===== src/rtl/vend_pkg.sv =====
// Shared types and constants for the vending controller.
// Money is kept in half-yuan units throughout, so 0.5 yuan is the LSB.
package vend_pkg;

  typedef enum logic [2:0] {
    ST_OFF,
    ST_WELCOME,
    ST_HOLD,
    ST_DISPENSE,
    ST_REFUND
  } state_t;

  localparam logic [1:0] COIN_0P5 = 2'b00;
  localparam logic [1:0] COIN_1   = 2'b01;
  localparam logic [1:0] COIN_5   = 2'b10;
  localparam logic [1:0] COIN_10  = 2'b11;

  // Half-unit value of each coin code, indexed by coin_sel.
  localparam logic [5:0] COIN_HALF [4] = '{6'd1, 6'd2, 6'd10, 6'd20};

  function automatic logic [5:0] coin_half_units(input logic [1:0] code);
    return COIN_HALF[code];
  endfunction

endpackage


===== src/rtl/vend_price.sv =====
// Combinational cost/change calculator for the current selection.
// A zero-cost basket is never "sufficient" so an empty buy does nothing.
module vend_price
  import vend_pkg::*;
#(
  parameter int PRICE1_H = 5,
  parameter int PRICE2_H = 10
) (
  input  logic [4:0] num1,
  input  logic [4:0] num2,
  input  logic [5:0] amt_h,
  output logic [6:0] cost,
  output logic       sufficient,
  output logic [5:0] change
);

  always_comb begin
    cost       = 7'(num1 * PRICE1_H + num2 * PRICE2_H);
    sufficient = (cost != 7'd0) && (cost <= {1'b0, amt_h});
    change     = amt_h - cost[5:0];
  end

endmodule


===== src/rtl/vend_ctrl.sv =====
// Vending machine controller: coin credit, item selection, dispense and refund.
// Optional idle timeout (auto-refund / back to WELCOME) enabled by VEND_TIMEOUT_EN.
module vend_ctrl
  import vend_pkg::*;
#(
  parameter int PRICE1_H       = 5,
  parameter int PRICE2_H       = 10,
  parameter int MAX_AMT_H      = 39,
  parameter int MAX_NUM        = 5,
  parameter int DISP_CYCLES    = 8,
  parameter int TIMEOUT_CYCLES = 1024
) (
  input  logic       clk,
  input  logic       reset,
  input  logic       power_on,
  input  logic       start,
  input  logic       coin_pulse,
  input  logic [1:0] coin_sel,
  input  logic       sel1,
  input  logic       sel2,
  input  logic       buy,
  input  logic       cancel,
  output logic       open,
  output logic       hold_ind,
  output logic [4:0] coin_val,
  output logic       coin_float,
  output logic [4:0] charge_val,
  output logic       charge_float,
  output logic [4:0] num1,
  output logic [4:0] num2,
  output logic       coin_in,
  output logic       op_start,
  output logic       cancel_flag,
  output logic       reject,
  output logic       dispense,
  output logic       busy
);

  localparam int DW = $clog2(DISP_CYCLES + 1);

  state_t        state, state_next;
  logic [5:0]    amt_h, amt_h_next, charge_h, charge_h_next;
  logic [4:0]    num1_next, num2_next;
  logic          coin_in_next, op_start_next, cancel_flag_next, reject_next;
  logic [DW-1:0] disp_cnt, disp_cnt_next;
  logic [6:0]    cost, coin_sum;
  logic [5:0]    change;
  logic          sufficient, coin_ok;
  logic          in_hold, do_cancel, do_buy, do_coin, do_sel1, do_sel2, do_idle_exit;

  vend_price #(.PRICE1_H(PRICE1_H), .PRICE2_H(PRICE2_H)) u_price (
    .num1      (num1),
    .num2      (num2),
    .amt_h     (amt_h),
    .cost      (cost),
    .sufficient(sufficient),
    .change    (change)
  );

  assign in_hold = (state == ST_HOLD);

`ifdef VEND_TIMEOUT_EN
  localparam int TW = $clog2(TIMEOUT_CYCLES + 1);
  logic [TW-1:0] idle_cnt;
  logic          any_pulse, timeout_hit;

  assign any_pulse   = coin_pulse | sel1 | sel2 | buy | cancel;
  assign timeout_hit = in_hold && !any_pulse && (idle_cnt == TW'(TIMEOUT_CYCLES - 1));

  always_ff @(posedge clk or negedge reset) begin
    if (!reset)
      idle_cnt <= '0;
    else if (!power_on || !in_hold || any_pulse || timeout_hit)
      idle_cnt <= '0;
    else
      idle_cnt <= idle_cnt + 1'b1;
  end

  assign do_cancel    = in_hold && (cancel || (timeout_hit && amt_h != 6'd0));
  assign do_idle_exit = timeout_hit && (amt_h == 6'd0);
`else
  assign do_cancel    = in_hold && cancel;
  assign do_idle_exit = 1'b0;
`endif

  // Strict priority: each lower-priority pulse is dropped when a higher one is present.
  assign do_buy  = in_hold && !do_cancel && buy;
  assign do_coin = in_hold && !do_cancel && !buy && coin_pulse;
  assign do_sel1 = in_hold && !do_cancel && !buy && !coin_pulse && sel1;
  assign do_sel2 = in_hold && !do_cancel && !buy && !coin_pulse && !sel1 && sel2;

  assign coin_sum = {1'b0, amt_h} + {1'b0, coin_half_units(coin_sel)};
  assign coin_ok  = (coin_sum <= 7'(MAX_AMT_H));

  always_ff @(posedge clk or negedge reset) begin
    if (!reset) state <= ST_OFF;
    else        state <= state_next;
  end

  always_comb begin
    state_next = state;
    if (!power_on) begin
      state_next = ST_OFF;
    end else begin
      case (state)
        ST_OFF:      state_next = ST_WELCOME;
        ST_WELCOME:  if (start) state_next = ST_HOLD;
        ST_HOLD: begin
          if (do_cancel)                state_next = ST_REFUND;
          else if (do_buy && sufficient) state_next = ST_DISPENSE;
          else if (do_idle_exit)        state_next = ST_WELCOME;
        end
        ST_DISPENSE: if (disp_cnt == DW'(DISP_CYCLES - 1)) state_next = ST_HOLD;
        ST_REFUND:   state_next = ST_HOLD;
        default:     state_next = ST_OFF;
      endcase
    end
  end

  always_comb begin
    amt_h_next       = amt_h;
    charge_h_next    = charge_h;
    num1_next        = num1;
    num2_next        = num2;
    coin_in_next     = 1'b0;
    op_start_next    = 1'b0;
    cancel_flag_next = 1'b0;
    reject_next      = 1'b0;
    disp_cnt_next    = (state == ST_DISPENSE) ? disp_cnt + 1'b1 : '0;

    if (do_cancel) begin
      charge_h_next    = amt_h;
      amt_h_next       = 6'd0;
      num1_next        = 5'd0;
      num2_next        = 5'd0;
      cancel_flag_next = 1'b1;
    end else if (do_buy) begin
      op_start_next = 1'b1;
      if (sufficient) begin
        charge_h_next = change;
        amt_h_next    = 6'd0;
        num1_next     = 5'd0;
        num2_next     = 5'd0;
      end
    end else if (do_coin) begin
      if (coin_ok) begin
        amt_h_next   = coin_sum[5:0];
        coin_in_next = 1'b1;
      end else begin
        reject_next = 1'b1;
      end
    end else if (do_sel1) begin
      if (num1 < 5'(MAX_NUM)) num1_next = num1 + 5'd1;
    end else if (do_sel2) begin
      if (num2 < 5'(MAX_NUM)) num2_next = num2 + 5'd1;
    end else if (do_idle_exit) begin
      num1_next = 5'd0;
      num2_next = 5'd0;
    end

    if ((state == ST_DISPENSE || state == ST_REFUND) && coin_pulse) reject_next = 1'b1;

    if (!power_on) begin
      amt_h_next       = 6'd0;
      charge_h_next    = 6'd0;
      num1_next        = 5'd0;
      num2_next        = 5'd0;
      coin_in_next     = 1'b0;
      op_start_next    = 1'b0;
      cancel_flag_next = 1'b0;
      reject_next      = 1'b0;
      disp_cnt_next    = '0;
    end
  end

  // Status flags are registered from state_next so they line up with the state register.
  always_ff @(posedge clk or negedge reset) begin
    if (!reset) begin
      amt_h       <= 6'd0;
      charge_h    <= 6'd0;
      num1        <= 5'd0;
      num2        <= 5'd0;
      coin_in     <= 1'b0;
      op_start    <= 1'b0;
      cancel_flag <= 1'b0;
      reject      <= 1'b0;
      disp_cnt    <= '0;
      open        <= 1'b0;
      hold_ind    <= 1'b0;
      dispense    <= 1'b0;
      busy        <= 1'b0;
    end else begin
      amt_h       <= amt_h_next;
      charge_h    <= charge_h_next;
      num1        <= num1_next;
      num2        <= num2_next;
      coin_in     <= coin_in_next;
      op_start    <= op_start_next;
      cancel_flag <= cancel_flag_next;
      reject      <= reject_next;
      disp_cnt    <= disp_cnt_next;
      open        <= (state_next != ST_OFF);
      hold_ind    <= (state_next == ST_HOLD) || (state_next == ST_DISPENSE) ||
                     (state_next == ST_REFUND);
      dispense    <= (state_next == ST_DISPENSE);
      busy        <= (state_next == ST_DISPENSE) || (state_next == ST_REFUND);
    end
  end

  assign coin_val     = amt_h[5:1];
  assign coin_float   = amt_h[0];
  assign charge_val   = charge_h[5:1];
  assign charge_float = charge_h[0];

endmodule


===== config.mk =====
export PLATFORM = sky130hd
export DESIGN_NAME = vend_ctrl
export DESIGN_NICKNAME = d
export VERILOG_FILES = /design/src/rtl/vend_pkg.sv /design/src/rtl/vend_price.sv /design/src/rtl/vend_ctrl.sv
export SDC_FILE = /design/constraint.sdc
export NUM_CORES = 1
export LEC_CHECK = 0
export BUFFER_PORTS_ARGS = -buffer_cell sky130_fd_sc_hd__buf_2
export CAP_MARGIN = 20
export CORE_ASPECT_RATIO = 0.5
export CORE_UTILIZATION = 39
export CTS_CLUSTER_DIAMETER = 150
export DETAILED_ROUTE_END_ITERATION = 16
export GPL_TIMING_DRIVEN = 1
export REMOVE_ABC_BUFFERS = 1
export SLEW_MARGIN = 20
export SYNTH_ARGS = -nofsm -noshare
export SYNTH_HDL_FRONTEND = slang
export SYNTH_SLANG_ARGS = --single-unit
export TNS_END_PERCENT = 30

===== constraint.sdc =====
create_clock -name clk -period 4.7 [get_ports clk]
set_input_delay 0.705 -clock clk [delete_from_list [all_inputs] [get_ports clk]]
set_output_delay 0.705 -clock clk [all_outputs]
set_load 0.1 [all_outputs]

# --- Word level (Yosys, flattened, before mapping) ---
# Index checks and enable logic that the tools add are counted.
totals:
  register_bits: 37
  inputBits: 11
  output_inout_bits: 30
  elab_cells: 125
classes:
  n_addsub: 6
  n_mul: 2
  magnitude_cmp: 5
  n_eq_ne: 19
  n_mux: 51
  bitwise: 1
  n_reduce_logical: 27
op_table:
  columns: ["operator", "count"]
  rows:
  - ["6-bit 2-to-1 mux", 12]
  - ["5-bit 2-to-1 mux", 14]
  - ["4-bit by 1-bit != test with 1-bit output (second input constant)", 6]
  - ["1-bit 2-to-1 mux", 16]
  - ["3-bit 2-to-1 mux", 5]
  - ["3-bit one-hot mux with 5 select lines", 1]
  - ["6-bit binary-select mux with 2-bit select", 1]
  - ["3-bit by 2-bit == test with 1-bit output (second input constant)", 4]
  - ["1-bit logical AND", 12]
  - ["4-bit != test (second input constant)", 3]
  - ["5-bit by 1-bit adder with 5-bit output (second input constant)", 2]
  - ["5-bit by 3-bit less-than comparator with 1-bit output (second input constant)", 2]
  - ["4-bit 2-to-1 mux", 2]
  - ["6-bit by 6-bit adder with 7-bit output", 1]
  - ["7-bit adder", 1]
  - ["7-bit by 6-bit less-or-equal comparator with 1-bit output", 1]
  - ["7-bit by 6-bit less-or-equal comparator with 1-bit output (second input constant)", 1]
  - ["5-bit by 3-bit multiplier with 7-bit output (second input constant)", 1]
  - ["7-bit nonzero test", 1]
  - ["3-bit == test (second input constant)", 2]
  - ["5-bit by 3-bit multiplier with 6-bit output (second input constant)", 1]
  - ["3-bit by 1-bit != test with 1-bit output (second input constant)", 2]
  - ["6-bit subtractor", 1]
  - ["5-bit AND reduction", 1]
  - ["other kinds (12)", 18]

# --- Depth between registers and ports, before layout ---
logic_depth:
  ltp_word: 14
  mapped_depth: 18

# --- Hierarchy ---
# A second synthesis with hierarchy kept.
hier_totals:
  hier_cells: 304
  area_unflattened_um2: 2942.8
modules_own_cells:
  columns: ["mod", "n_inst", "cells_per_inst", "area_per_inst_um2", "seq_area_each_um2"]
  rows:
  - ["vend_ctrl", 1, 212, 2147.1, 925.9]
  - ["vend_price", 1, 92, 795.8, 0.0]

# --- Least setup slack after synthesis ---
# No wires, ideal clock.
synth_path:
  path_type: "register to register"
  from: "register num2[3]"
  to: "register charge_h[2]"
  setup_ns: 0.126
  arrival_time_ns: 4.537
  required_ns: 4.574
  setup_slack_ns: 0.037
  stages_incl_launch_ff: 18
  n_path_buf: 0
  path_cell_list: "dfrtp_1 > ha_1 > ha_1 > inv_1 > fa_1 > fa_1 > inv_1 > ha_1 > inv_1 > and3_1 > nor2_1 > ha_1 > nand3_1 > nor2_1 > o21bai_1 > a311oi_4 > nor2_4 > mux2_4"
synth_via:
  elab_chain_len: 6
  elab_cells_between_ends: 7
  classes_between: "add/sub: 1; mul: 1; order compare: 1; eq/ne: 1; reduce/logical: 3"
synth_lines:
  columns: ["element", "line", "rtl"]
  rows:
  - ["start: declaration", "vend_ctrl.sv:30", "output logic [4:0] num2,"]
  - ["start signal: assignment", "vend_ctrl.sv:196", "num2 <= num2_next;"]
  - ["5-bit by 3-bit multiplier with 6-bit output *", "vend_price.sv:18", "cost = 7'(num1 * PRICE1_H + num2 * PRICE2_H);"]
  - ["7-bit adder *", "vend_price.sv:18", null]
  - ["7-bit by 6-bit less-or-equal comparator with 1-bit output or 7-bit nonzero test (tied branches)", "vend_price.sv:19", "sufficient = (cost != 7'd0) && (cost <= {1'b0, amt_h});"]
  - ["1-bit logical AND *", "vend_price.sv:19", null]
  - ["3-bit by 1-bit != test with 1-bit output (no source line) *", null, null]
  - ["2-bit AND reduction (no source line) *", null, null]
  - ["end signal: assignment", "vend_ctrl.sv:194", "charge_h <= charge_h_next;"]
  - ["end: declaration", "vend_ctrl.sv:42", "logic [5:0] amt_h, amt_h_next, charge_h, charge_h_next;"]
# Mark *: on every way between the ends. The rest lies on a longest branch, timed or not.
# A chain may end at the register's enable or synchronous reset.

# --- Worst setup path in the final report ---
layout_path:
  from: "register num2[1]"
  to: "register charge_h[5]"
layout_via:
  elab_chain_len: 7
  elab_cells_between_ends: 12
  classes_between: "add/sub: 2; mul: 1; order compare: 1; eq/ne: 1; mux: 4; reduce/logical: 3"
layout_lines:
  columns: ["element", "line", "rtl"]
  rows:
  - ["5-bit by 3-bit multiplier with 6-bit output *", "vend_price.sv:18", null]
  - ["7-bit adder *", "vend_price.sv:18", null]
  - ["6-bit subtractor", "vend_price.sv:20", "change = amt_h - cost[5:0];"]
  - ["6-bit 2-to-1 mux", "vend_ctrl.sv:139", "if (sufficient) begin"]
  - ["6-bit 2-to-1 mux", "vend_ctrl.sv:137", "end else if (do_buy) begin"]
  - ["6-bit 2-to-1 mux", "vend_ctrl.sv:131", "if (do_cancel) begin"]
  - ["6-bit 2-to-1 mux", "vend_ctrl.sv:163", "if (!power_on) begin"]
# Mark *: on every way between the ends. The rest lies on a longest branch, timed or not. The select of a mux whose other input is x is not followed.

==> run metrics <==
status complete, no violations; non-filler cells, final 438; Synth area leader dfrtp_1; Pwr Total 1.595 mW; final hold violations 0; sequential area share after synthesis 33.11%; site row count 21; DRC Markers 0; ys async rst share 100.0%; Clk Latency, worst-skew pair 280 ps; routed wl met3 271 um; most frequent cells in the layout buf_2 (40), inv_1 (37), dfrtp_1 (37); yosys warns 0; Area Growth Syn to Fin 17.36%; final setup violation count 0; port bufs 40; Main synth FF type dfrtp_1; final wirelength 6368 um; overall global routing resource usage 17.72%; critical path class reg2reg; Synth cell types 51; Nets 398; antenna violations before repair 0; RSZ-0062 raised after global routing no; f_max 228.9 MHz; grt total ovfl 0; Clock Sinks 37; CTS H-tree lvls 2; #FFs+latches synth 37; pin count of the biggest net entering global routing 38; final worst path period share 92.96%; Slew @ Worst Pin 1049 ps; P_leak 1.686 nW; setup ws final 330.9 ps; area used by multi-input combinational logic 0.001699 sq mm; Placeable Area 0.006805 sq mm; share of the synthesized area in the top cell type 33.11%; cts-stage hold buffer count 0; Via density 5.228; CTS tree done; top cells by area, synth dfrtp_1 (33%), ha_1 (16%), fa_1 (5.0%), inv_1 (5.0%), o21ai_0 (4.3%); Initial DRC Count 131; Final HPWL DP 4972 um; register area 925.9 sq um; die area 0.007533 sq mm; first-pass GRT wire length 10140 um; clk_skew 3.971 ps; die width 121.8 um; CP Launch Type register; synthesized instance count 299; Layout Utilization 48.23%; IO Pins 41; Pre-Repair DR Iteration Count 4; commonest non-fill, non-tap cell in the layout buf_2; dpl ws 316.9 ps; top sig layer met4; Post-CTS Setup Bufs 0; Initial Util 41.09%; Worst setup EP type register; Peak VDD IR 166.7 uV; Worst-path clk slew 60 ps; post-CTS sizing 0; CP required 4860 ps; Arrival @ worst endpoint 4530 ps; total number of vias 2290; ANT nets after route 0; layout cells sized above 1 17.05%; WL per Instance 14.54 um; Post-synth EDFFs 0; TritonCTS Buffers 5; Period minus WS final 4369 ps; wire length on met2 2708 um; vias in the first global route 2029; Worst Path Max Fanout 7; fin. max-slew vios 0; relative slew slack 29.81%; Die Y 61.88 um; syn avg cell area 9.353 sq um; M1 WL 3377 um; Fillers 645; hold slack 474.7 ps; clock root cell clkbuf_16; placed insts 427; CTS max path bufs 2; area of the mapped netlist 0.002796 sq mm; Hold/Removal Path Class reg2reg; number of max-cap violations 0; PD cells 485.9 mW/mm^2; Ant. Diodes 0; Routability Congestion 0.8526
==> per-stage QoR <==
stage,TNS (ps),instance area [sq um]
2_1_floorplan,-285.6,2764
3_3_place_gp,0,3087
3_5_place_dp,0,3087
4_1_cts,0,3259
5_1_grt,0,3282
6_report,0,3282
==> worst max-delay path: stages (launching register included) <==
cell and delay [ps]:
dfrtp_1 450, ha_1 320, ha_1 190, inv_1 60, fa_1 420, fa_1 510, inv_1 50, ha_1 300
inv_1 70, and3_1 170, nor2_1 50, ha_1 310, nand3_1 100, a21oi_1 170, o21bai_1 150, a311oi_4 350
buf_4 180, nor2_4 60, mux2_4 340
==> layout make-up <==
type,count,area share (%)
clock buffers,7,4.346
multi-input cells,220,51.77
clock inverters,1,0.9150
well taps,92,3.507
inverters,37,4.232
flip-flops and latches,37,28.21
repair buffers,44,7.015
==> synth_stat cells, types with 4 or more instances <==
library cell / number
a211oi_1: 5
a21o_1: 5
a21oi_1: 20
a31oi_1: 6
and2_1: 4
and3_1: 4
dfrtp_1: 37
fa_1: 7
ha_1: 35
inv_1: 37
nand2_1: 12
nand2b_1: 5
nand3_1: 7
nor2_1: 24
nor3_1: 4
o21a_1: 5
o21ai_0: 24
o41ai_1: 4
xnor2_1: 7
==> cell families after synthesis <==
logic type,after synthesis,share of synthesized area (%)
AO/OA/AOI/OAI,87,20.54
AND/OR/NAND/NOR,79,14.81
buffers and inverters,42,6.130
adder cells (fa/ha/maj),42,20.67
flip-flops,37,33.11
XOR/XNOR,9,3.311
multiplexers,3,1.432
==> worst paths after layout <==
check | endpoint | startpoint | cells after the start | slack, ps
max in group asynchronous | amt_h[3]$_DFFE_PN0P_ | reset | 1 | 3690
max reg2reg | charge_h[5]$_DFFE_PN0P_ | num2[1]$_DFFE_PN0P_ | 18 | 330
min in group asynchronous | disp_cnt[3]$_DFF_PN0_ | reset | 1 | 510
max | charge_h[5]$_DFFE_PN0P_ | num2[1]$_DFFE_PN0P_ | 18 | 330
min | disp_cnt[0]$_DFF_PN0_ | disp_cnt[0]$_DFF_PN0_ | 1 | 470
min reg2reg | disp_cnt[0]$_DFF_PN0_ | disp_cnt[0]$_DFF_PN0_ | 1 | 470
==> layer usage <==
layer / global-route usage [%] / up-vias
met2: 27.85 / 38
met3: 3.558 / 2
met4: 2.116 / 0
li1: - / 1158
met1: 26.00 / 1092
met5: 0 / -
==> power by group <==
group | leakage [nW] | internal (mW) | switching, mW
clock | 0.0841 | 0.265 | 0.120
sequential | 0.500 | 0.355 | 0.0406
combinational | 1.10 | 0.252 | 0.563
==> state kept, by name, summed over array words and instances (netlist names) <==
name,flops
dispense,1
coin_in,1
charge_h,6
num1,5
disp_cnt,4
op_start,1
reject,1
state,3
open,1
hold_ind,1
num2,5
amt_h,6
cancel_flag,1
busy,1
Power figures use the tool's default switching activity.
